### src/rtl/banked_reg_file.sv
// banked_reg_file: ARM7TDMI-style register file.
// Provides mode-banked R8-R14, a CPSR and per-mode SPSRs, and an
// auto-incrementing PC (R15). Exception entry and exception return each
// complete in a single clock edge. Three combinational read ports can
// optionally forward same-cycle write data.
module banked_reg_file #(
    parameter int          DATA_W     = 32,
    parameter int          PC_STEP    = 4,
    parameter logic [4:0]  RESET_MODE = 5'b10011,
    parameter bit          BYPASS     = 1'b1
) (
    input  logic              clock,
    input  logic              reset,
    input  logic [3:0]        rd_addr_a,
    input  logic [3:0]        rd_addr_b,
    input  logic [3:0]        rd_addr_c,
    output logic [DATA_W-1:0] rd_data_a,
    output logic [DATA_W-1:0] rd_data_b,
    output logic [DATA_W-1:0] rd_data_c,
    input  logic              wr_en,
    input  logic [3:0]        wr_addr,
    input  logic [DATA_W-1:0] wr_data,
    input  logic              pc_inc,
    input  logic              flag_we,
    input  logic [3:0]        flags_in,
    input  logic              cpsr_we,
    input  logic [DATA_W-1:0] cpsr_in,
    input  logic              exc_req,
    input  logic [4:0]        exc_mode,
    input  logic [DATA_W-1:0] exc_lr,
    input  logic [DATA_W-1:0] exc_vector,
    input  logic              exc_ret,
    output logic [DATA_W-1:0] cpsr_out,
    output logic [DATA_W-1:0] spsr_out,
    output logic [DATA_W-1:0] pc_out,
    output logic              mode_err
);

    localparam logic [4:0] MODE_USR = 5'b10000;
    localparam logic [4:0] MODE_FIQ = 5'b10001;
    localparam logic [4:0] MODE_IRQ = 5'b10010;
    localparam logic [4:0] MODE_SVC = 5'b10011;
    localparam logic [4:0] MODE_ABT = 5'b10111;
    localparam logic [4:0] MODE_UND = 5'b11011;
    localparam logic [4:0] MODE_SYS = 5'b11111;

    // Only N,Z,C,V (31:28) and I,F,T,mode (7:0) exist; other bits read as 0.
    localparam logic [DATA_W-1:0] PSR_MASK  = DATA_W'(32'hF000_00FF);
    localparam logic [DATA_W-1:0] CPSR_RST  = DATA_W'({24'h0, 3'b110, RESET_MODE});
    localparam logic [DATA_W-1:0] PC_INCR   = DATA_W'(PC_STEP);

    // Register bank selector. USR and SYS share one bank; illegal codes
    // never reach the CPSR, so mapping them to USR is only a safe default.
    typedef enum logic [2:0] {
        BANK_USR = 3'd0,
        BANK_FIQ = 3'd1,
        BANK_IRQ = 3'd2,
        BANK_SVC = 3'd3,
        BANK_ABT = 3'd4,
        BANK_UND = 3'd5
    } bank_e;

    function automatic bank_e mode_to_bank(input logic [4:0] m);
        case (m)
            MODE_FIQ: return BANK_FIQ;
            MODE_IRQ: return BANK_IRQ;
            MODE_SVC: return BANK_SVC;
            MODE_ABT: return BANK_ABT;
            MODE_UND: return BANK_UND;
            default:  return BANK_USR;
        endcase
    endfunction

    function automatic logic mode_legal(input logic [4:0] m);
        case (m)
            MODE_USR, MODE_FIQ, MODE_IRQ, MODE_SVC,
            MODE_ABT, MODE_UND, MODE_SYS: return 1'b1;
            default:                      return 1'b0;
        endcase
    endfunction

    // Architectural state.
    logic [DATA_W-1:0] gpr_q     [8];   // R0-R7, shared by all modes
    logic [DATA_W-1:0] usr_hi_q  [5];   // R8-R12, all modes except FIQ
    logic [DATA_W-1:0] fiq_hi_q  [5];   // R8-R12, FIQ copy
    logic [DATA_W-1:0] r13_q     [6];   // indexed by bank_e
    logic [DATA_W-1:0] r14_q     [6];   // indexed by bank_e
    logic [DATA_W-1:0] spsr_q    [6];   // USR entry is never written, stays 0
    logic [DATA_W-1:0] cpsr_q, cpsr_d;
    logic [DATA_W-1:0] pc_q,   pc_d;
    logic              mode_err_q, mode_err_d;

    // Per-edge control decisions.
    logic  wr_commit;   // the register write strobe takes effect this edge
    logic  exc_take;    // exception entry takes effect this edge
    logic  pc_free;     // normal PC sources (write R15 / pc_inc) are allowed
    bank_e cur_bank;
    bank_e exc_bank;
    logic [4:0]        cur_mode;
    logic [DATA_W-1:0] spsr_cur;
    logic [2:0]        wr_hi;

    assign cur_mode = cpsr_q[4:0];
    assign cur_bank = mode_to_bank(cur_mode);
    assign exc_bank = mode_to_bank(exc_mode);
    assign spsr_cur = spsr_q[cur_bank];
    assign wr_hi    = 3'(wr_addr - 4'd8);

    // Next-state for CPSR, PC and mode_err, with the exception / return /
    // MSR / flag priority chain resolved here.
    always_comb begin
        // NOTE: every signal driven here gets a default first, so no path
        // leaves one unassigned and no latch is inferred.
        cpsr_d     = cpsr_q;
        pc_d       = pc_q;
        mode_err_d = 1'b0;
        wr_commit  = 1'b0;
        exc_take   = 1'b0;
        pc_free    = 1'b0;

        if (exc_req) begin
            if (mode_legal(exc_mode) && exc_mode != MODE_USR && exc_mode != MODE_SYS) begin
                exc_take      = 1'b1;
                cpsr_d[4:0]   = exc_mode;
                cpsr_d[5]     = 1'b0;
                cpsr_d[7]     = 1'b1;
                if (exc_mode == MODE_FIQ) begin
                    cpsr_d[6] = 1'b1;
                end
                pc_d          = exc_vector;
            end else begin
                mode_err_d = 1'b1;
            end
        end else if (exc_ret) begin
            // Returning needs an SPSR, so USR/SYS cannot return. An SPSR that
            // was never loaded (still 0 after reset) holds no legal mode and
            // is refused the same way rather than corrupting the CPSR.
            if (cur_bank != BANK_USR && mode_legal(spsr_cur[4:0])) begin
                cpsr_d    = spsr_cur;
                wr_commit = wr_en;
                pc_free   = 1'b1;
            end else begin
                mode_err_d = 1'b1;
            end
        end else begin
            wr_commit = wr_en;
            pc_free   = 1'b1;
            if (cpsr_we) begin
                if (cur_mode == MODE_USR) begin
                    cpsr_d[31:28] = cpsr_in[31:28];
                end else if (mode_legal(cpsr_in[4:0])) begin
                    cpsr_d = cpsr_in & PSR_MASK;
                end else begin
                    mode_err_d = 1'b1;
                end
            end else if (flag_we) begin
                cpsr_d[31:28] = flags_in;
            end
        end

        if (pc_free) begin
            if (wr_commit && wr_addr == 4'd15) begin
                pc_d = wr_data;
            end else if (pc_inc) begin
                pc_d = pc_q + PC_INCR;
            end
        end
    end

    // Combinational read ports resolved through the current mode.
    logic [3:0]        rd_addr [3];
    logic [DATA_W-1:0] rd_val  [3];

    assign rd_addr[0] = rd_addr_a;
    assign rd_addr[1] = rd_addr_b;
    assign rd_addr[2] = rd_addr_c;

    // Read mux: R15 shows the PC, then same-cycle forwarding, then storage.
    always_comb begin
        for (int p = 0; p < 3; p++) begin
            rd_val[p] = '0;
            if (rd_addr[p] == 4'd15) begin
                rd_val[p] = pc_q;
            end else if (BYPASS && wr_commit && wr_addr == rd_addr[p]) begin
                rd_val[p] = wr_data;
            end else if (rd_addr[p] < 4'd8) begin
                rd_val[p] = gpr_q[rd_addr[p][2:0]];
            end else if (rd_addr[p] < 4'd13) begin
                if (cur_bank == BANK_FIQ) begin
                    rd_val[p] = fiq_hi_q[3'(rd_addr[p] - 4'd8)];
                end else begin
                    rd_val[p] = usr_hi_q[3'(rd_addr[p] - 4'd8)];
                end
            end else if (rd_addr[p] == 4'd13) begin
                rd_val[p] = r13_q[cur_bank];
            end else begin
                rd_val[p] = r14_q[cur_bank];
            end
        end
    end

    assign rd_data_a = rd_val[0];
    assign rd_data_b = rd_val[1];
    assign rd_data_c = rd_val[2];

    // State registers: synchronous reset, then PSR/PC update and banked writes.
    always_ff @(posedge clock) begin
        // NOTE: all state uses non-blocking assignments so every register
        // samples pre-edge values, whatever the statement order.
        if (reset) begin
            // NOTE: the register arrays are flops, not RAM macros, and must
            // read 0 after reset, so they are cleared explicitly.
            for (int i = 0; i < 8; i++) gpr_q[i] <= '0;
            for (int i = 0; i < 5; i++) begin
                usr_hi_q[i] <= '0;
                fiq_hi_q[i] <= '0;
            end
            for (int i = 0; i < 6; i++) begin
                r13_q[i]  <= '0;
                r14_q[i]  <= '0;
                spsr_q[i] <= '0;
            end
            cpsr_q     <= CPSR_RST;
            pc_q       <= '0;
            mode_err_q <= 1'b0;
        end else begin
            cpsr_q     <= cpsr_d;
            pc_q       <= pc_d;
            mode_err_q <= mode_err_d;

            if (exc_take) begin
                spsr_q[exc_bank] <= cpsr_q;
                r14_q[exc_bank]  <= exc_lr;
            end

            if (wr_commit) begin
                if (wr_addr < 4'd8) begin
                    gpr_q[wr_addr[2:0]] <= wr_data;
                end else if (wr_addr < 4'd13) begin
                    if (cur_bank == BANK_FIQ) begin
                        fiq_hi_q[wr_hi] <= wr_data;
                    end else begin
                        usr_hi_q[wr_hi] <= wr_data;
                    end
                end else if (wr_addr == 4'd13) begin
                    r13_q[cur_bank] <= wr_data;
                end else if (wr_addr == 4'd14) begin
                    r14_q[cur_bank] <= wr_data;
                end
            end
        end
    end

    assign cpsr_out = cpsr_q;
    assign spsr_out = spsr_cur;
    assign pc_out   = pc_q;
    assign mode_err = mode_err_q;

endmodule

### config.mk
export PLATFORM = sky130hd
export DESIGN_NAME = banked_reg_file
export DESIGN_NICKNAME = d
export VERILOG_FILES = /design/src/rtl/banked_reg_file.sv
export SDC_FILE = /design/constraint.sdc
export NUM_CORES = 2
export LEC_CHECK = 0
export CORE_MARGIN = 3
export CORE_UTILIZATION = 40
export DETAILED_ROUTE_END_ITERATION = 10
export GPL_TIMING_DRIVEN = 0
export MAX_ROUTING_LAYER = met4
export PLACE_DENSITY = 0.62
export SLEW_MARGIN = 20
export SYNTH_ARGS = -nofsm -noshare
export SYNTH_HDL_FRONTEND = slang
export SYNTH_SLANG_ARGS = --single-unit
### constraint.sdc
create_clock -name clock -period 11 [get_ports clock]
set_clock_uncertainty 0.05 [all_clocks]
set_input_delay 1.1 -clock clock [delete_from_list [all_inputs] [get_ports clock]]
set_output_delay 1.1 -clock clock [all_outputs]
set_load 0.02 [all_outputs]
# ---- Yosys cells after proc, flatten, opt, wreduce, memory -nomap -nowiden
# Memories as Yosys holds them, arrays and structs flattened.
# Index checks and enable logic that the tools add are counted.
dict set report classes {
  n_addsub 5
  order_cmp 8
  n_eq_ne 49
  mux 116
  bitwise 1
  n_reduce_logical 27
}
# op count
set op_table {}
lappend op_table {{32-bit two-way mux} 33}
lappend op_table {{32-bit OR reduction} 7}
lappend op_table {{5-bit == test, second input constant} 27}
lappend op_table {{1-bit two-way mux} 67}
lappend op_table {{28-bit two-way mux} 2}
lappend op_table {{4-bit == test, second input constant} 9}
lappend op_table {{32-bit by 3-bit adder with 32-bit output, second input constant} 1}
lappend op_table {{4-bit < comparator, second input constant} 8}
lappend op_table {{3-bit one-hot mux with 5 select lines} 2}
lappend op_table {{3-bit two-way mux} 7}
lappend op_table {{7-bit OR reduction} 3}
lappend op_table {{8-bit two-way mux} 2}
lappend op_table {{4-bit == test} 3}
lappend op_table {{4-bit two-way mux} 3}
lappend op_table {{3-bit nonzero test} 4}
lappend op_table {{3-bit by 1-bit subtractor with 3-bit output, second input constant} 4}
lappend op_table {{5-bit inequality test, second input constant} 2}
lappend op_table {{5-bit AND reduction} 2}
lappend op_table {{1-bit logical AND} 7}
lappend op_table {{2-bit by 1-bit inequality test with 1-bit output, second input constant} 3}
lappend op_table {{6-bit AND reduction} 1}
lappend op_table {{4-bit by 1-bit inequality test with 1-bit output, second input constant} 1}
lappend op_table {{4-bit AND reduction} 1}
lappend op_table {{2-bit nonzero test} 2}
lappend op_table {{5 further kinds} 5}
dict set report word_totals {
  regBits 65
  ramBits 1152
  in_bits 161
  out_inout_bits 193
  wordCells 218
  memories 6
}
# name depth word_bits read_ports rd_clocked_by_memory_dff wr line
set mem_list {}
lappend mem_list {gpr_q 8 32 3 0 8 83} ;# logic [DATA_W-1:0] gpr_q [8];
lappend mem_list {r13_q 6 32 1 0 6 86} ;# logic [DATA_W-1:0] r13_q [6];
lappend mem_list {r14_q 6 32 1 0 6 87} ;# logic [DATA_W-1:0] r14_q [6];
lappend mem_list {spsr_q 6 32 1 0 6 88} ;# logic [DATA_W-1:0] spsr_q [6];
lappend mem_list {fiq_hi_q 5 32 3 0 5 85} ;# logic [DATA_W-1:0] fiq_hi_q [5];
lappend mem_list {usr_hi_q 5 32 3 0 5 84} ;# logic [DATA_W-1:0] usr_hi_q [5];

# ---- Logic depth before layout (Yosys ltp)
# An unclocked memory read counts as a cell.
dict set report depth {
  depth_word 17
  depth_mapped 13
  mapped_depth_nobuf 9
}

# ---- Least setup slack after synthesis
# Ideal clock, no wire load.
dict set report synth_timing {
  path_type {register -> register}
  startpoint {register cpsr_q[1] (netlist: cpsr_out[1])}
  endpoint {memory gpr_q[0][0] (enable)}
  setup_time_ns 0.466
  arrival_time_ns 4.873
  setup_slack_ns 5.611
  stages_incl_launch_ff 12
  path_cell_list {dfxtp_1 -> buf_2 -> nand2b_1 -> buf_2 -> nand2_4 -> a221oi_1 -> o31ai_2 -> o22a_1 -> o21ai_1 -> nand4_1 -> clkbuf_1 -> o21ai_0}
}
# element line
set synth_lines {}
lappend synth_lines {{from (decl)} 89} ;# logic [DATA_W-1:0] cpsr_q, cpsr_d;
lappend synth_lines {{from (signal assigned)} 227} ;# cpsr_q <= cpsr_d;
lappend synth_lines {{to (decl)} 83}

# ---- Worst setup path after layout
dict set report layout_timing {
  startpoint {register cpsr_q[3] (netlist: cpsr_out[3])}
  endpoint {output port rd_data_c[30]}
}
dict set report layout_via {
  elab_chain_cells 15
}
# element line
set layout_lines {}
lappend layout_lines {{5-bit == test} 64} ;# case (m)
lappend layout_lines {{3-bit one-hot mux with 5 select lines (*)} 64}
lappend layout_lines {{memory 6 x 32 bit} n/a}
lappend layout_lines {{5-bit == test} 75} ;# case (m)
lappend layout_lines {{7-bit OR reduction} 75}
lappend layout_lines {{1-bit two-way mux} 75}
lappend layout_lines {{1-bit two-way mux} 134} ;# end else if (exc_ret) begin
lappend layout_lines {{1-bit two-way mux} 121} ;# if (exc_req) begin
lappend layout_lines {{1-bit logical AND} 138} ;# if (cur_bank != BANK_USR && mode_legal(spsr_cur[4:0])) begin
lappend layout_lines {{1-bit two-way mux} 138}
lappend layout_lines {{1-bit two-way mux} 134}
lappend layout_lines {{1-bit two-way mux} 121}
lappend layout_lines {{1-bit logical AND} 184} ;# end else if (BYPASS && wr_commit && wr_addr == rd_addr[p]) begin
lappend layout_lines {{32-bit two-way mux (*)} 184}
lappend layout_lines {{32-bit two-way mux (*)} 182} ;# if (rd_addr[p] == 4'd15) begin
lappend layout_lines {{to (decl)} 19} ;# output logic [DATA_W-1:0] rd_data_c,
# Every way passes the cells marked *; elsewhere a longest branch is shown, timed or not. The select of a mux whose other input is x is not followed.

==> out/summary.md <==
The power per cell area was 172 nW/µm²; the minimum period implied by the final worst setup slack was 9.25 ns. The remaining design rule violation count is 3. The path class of the tightest hold or removal check is flop to flop.

The first routing iteration left 12,600 violations. Timing would allow up to 0.108 GHz. The final weighted congestion in routability-driven placement is 1.13, and the final core utilization is 0.479. The sequential cell fraction of total power came out at 0.393.

Element type at the critical path end: an output pin. The final net count came out at 6,985. The wire length of the first global-routing pass came out at 603 mm. Along the worst path, the maximum fanout reaches 11. In this run the remaining antenna-violating nets after routing total 0. After layout, the design draws a total of 16.3 mW.

The core region is 197,000 µm². Setup repair after global routing left no endpoint under its margin. The part of the Yosys area used for sequential elements is 0.531, and the worst-margin pin slew is 1.34 ns. Die width: 452 µm. Yosys printed 0 warnings. The tools report the floorplan die area as 204,000 µm². The overall die height came out at 452 µm. The library cell contributing the largest single delay on the critical path was clkbuf_1. In the post-synthesis netlist, the biggest area contributors are edfxtp_1, mux4_2, and2_1.

After floorplanning, the core was divided into 163 placement rows. The run gives 0 as the hold violation total from the final report. Leaving out filler cells and counting taps, the final layout contains 9,676.

The tools report the launching element of the worst setup path as cpsr_out[3]. Using the TritonRoute via totals, the vias-per-cell ratio works out to 6.87. Traced cell by cell, the critical path runs through buf_2 -> buf_2 -> nor4b_4 -> buf_8 -> nand2_1 -> buf_2 -> buf_2 -> buf_2 -> clkbuf_1 -> nand3_1 -> a41oi_1 -> nand3_1 -> o21ai_0 -> clkdlybuf4s50_1.

The routed layout has 66,500 vias. The number of global-route vias before repair is 62,800, and the cell count after placement is 9,297. After detailed placement, the total cell area comes to 88,900 µm². The logs give 8.10 ns for the critical path data arrival time and 0.464 for the global-route usage over all layers.

In this run the deepest clock path goes through 3 buffers. Count of hold-fix buffers inserted at cts: 0. The number of antenna violations at the first check in global routing is 61.

The tools report the internal power as 10.6 mW. The run gives 0 as the quantity of gates resized following cts. During I/O placement, the number of pins put on the boundary was 354.

Sorting the synthesized cells by how often they occur yields edfxtp_1, mux4_2, and2_1. In the final routed layout, each cell accounts on average for 48.1 µm. STA classifies the critical path startpoint as a flop.

Averaged over all synthesized cells, the footprint is 13.2 µm². Across all setup checks in the final design, the least slack found is 1.75 ns. The later pin in the worst-skew pair is clocked with a latency of 0.89 ns.

For the final-report max-slew violation count, the log shows 0. TritonCTS built the clock tree. The worst-case IR drop observed on VDD is 137 µV.

Most repeated library cell on the critical path: buf_2. The worst setup timing slack at the placement stage came out at 2.16 ns. The H-tree depth reported by CTS is 4. For the pin count of the biggest net entering global routing, the log shows 33. The data required time at the worst endpoint is 9.85 ns. The clock slew at the register clock pins of the worst setup and hold paths came out at 0.06 ns.

Once layout is done, the placed cells without fillers occupy 94,600 µm². The run gives 0.348 as the clock share of power. The analysis attributes to net switching a power of 5.64 mW. For this block, the routed nets add up to 466 mm of wire.

The primary flip-flop cell chosen by synthesis mapping is edfxtp_1. The flow ran to the end, but the final reports show violations. The checks that failed: DRC. The proportion of layout cells with a drive suffix above 1 works out to 0.212. Combinational power share: 0.258. The number of setup violations in the final report came out at 0.

The root buffer cell chosen for the clock tree is clkbuf_16. The cell accounting for the most synthesized area was edfxtp_1. The switching portion of total power is 0.347, and the post-synthesis sequential element count is 1,429.

The worst slew slack as a fraction of its limit is 0.0845. The async set-reset flop share out of synthesis works out to 0. In this run the most critical hold path is launched from cpsr_out[26]. The run gives 0 as the number of max-cap violations.

The netlist uses 89 different library cells. The number of flops mapped to enable cells by yosys is 1,364. In this run the tool buffered the top-level ports with 315 buffer cells. Leakage power of the design: 33.4 nW. Synthesis produced a netlist whose cell count is 6,025. The run gives 1,429 as the clock sink count.

The effective utilization at floorplan is 0.403. From synthesis to final layout, the design area changed by 18.9%. The tools report the post-DP HPWL as 346 mm.

Across all hold checks on the routed design, the worst slack comes to 0.498 ns. In this run the post-CTS setup repair buffer count came out at 0. The tools report the number of buffers added by the clock tree synthesis step as 162. The critical path is of the flop to output pin type.

After global routing the overflow that remains totals 0. The filler cells instantiated in the layout total 17,800. The worst reg2reg path startpoint is cpsr_out[2]. The post-route fraction of the period consumed by the critical path was 0.841.

The most common cell in the netlist is edfxtp_1. For the final routed database, the setup TNS stands at 0 ns. The critical path's largest stage delay is 1.00 ns, and the portion of synthesized cell area occupied by the leading cell type is 0.515. The tools report the first-pass iteration count of the detailed router as 10. The post-synth design cell area came out at 79,500 µm².
[critical path, delay by kind of cell, from the launching register on]
family,cells,cell delay (ns)
buffers and inverters,8,4.26
AO/OA/AOI/OAI,2,1.58
AND/OR/NAND/NOR,4,0.84
flip-flops,1,0.45
[cells by family (layout without fill, tap and decap cells)]
| logic type | count (synthesis) | after routing | synth area share |
|---|---|---|---|
| AOI/OAI and AO/OA | 868 | 868 | 0.0756 |
| buffers and inverters | 774 | 1466 | 0.0393 |
| xor gates and xnor gates | 40 | 40 | 0.00440 |
| other | 1 | 320 | 0.0000471 |
| DFF | 1429 | 1429 | 0.531 |
| muxes | 908 | 908 | 0.221 |
| adders and majority gates | 1 | 1 | 0.000157 |
| and+or+nand+nor | 2004 | 2004 | 0.128 |
[power groups by stage]
stage / clock network (mW) / registers [mW] / logic (mW)
6_report: 5.66 / 6.39 / 4.20
3_5_place_dp: 0 / 6.49 / 3.96
2_1_floorplan: 0 / 6.43 / 1.84
3_3_place_gp: 0 / 6.50 / 3.87
5_1_grt: 5.83 / 6.41 / 4.14
4_1_cts: 5.61 / 6.38 / 3.97
[metal layers]
metal,part of all wire,GRT usage,up-vias
met5,0,-,-
met4,0.12,0.427,0
met3,0.14,0.187,1648
met2,0.42,0.648,6033
met1,0.32,0.503,33800
li1,-,-,25100
[registers in the layout, indices dropped and copies added (netlist names)]
name / flops
cpsr_out: 32
r14_q: 192
pc_out: 32
gpr_q: 256
spsr_q: 212
mode_err: 1
usr_hi_q: 256
r13_q: 192
fiq_hi_q: 256
[final timing paths]
| check | to | slack [ns] | cells after the start |
|---|---|---|---|
| hold / removal | cpsr_out[26] | 0.50 | 1 |
| hold reg to reg | cpsr_out[26] | 0.50 | 1 |
| setup reg to reg | r14_q[4][13] | 4.54 | 12 |
| setup / recovery | rd_data_c[30] | 1.75 | 14 |
[layout by cell type (no fill, tap or decap), types with 164 or more instances in the layout]
master and n:
and2_1 487, clkbuf_1 395, clkbuf_16 164, clkdlybuf4s50_1 308
conb_1 244, edfxtp_1 1364, mux4_2 672, nand2_1 391
nor2_1 381, nor3_1 330, o21ai_0 172
[cell type report]
| cell class | instances | area, µm² | share of cell area |
|---|---|---|---|
| well taps | 2640 | 3300 | 0.0349 |
| plain buffers | 661 | 2880 | 0.0304 |
| inverters | 113 | 424 | 0.00449 |
| multi-input cells | 4065 | 35500 | 0.375 |
| flip-flops and latches | 1429 | 42300 | 0.447 |
| clock buffers | 205 | 4300 | 0.0455 |
| repair buffers | 391 | 4600 | 0.0486 |
| diodes | 76 | 190 | 0.00201 |
| clock inverters | 96 | 1100 | 0.0116 |
Note: power is estimated with default switching activity, not from simulation.
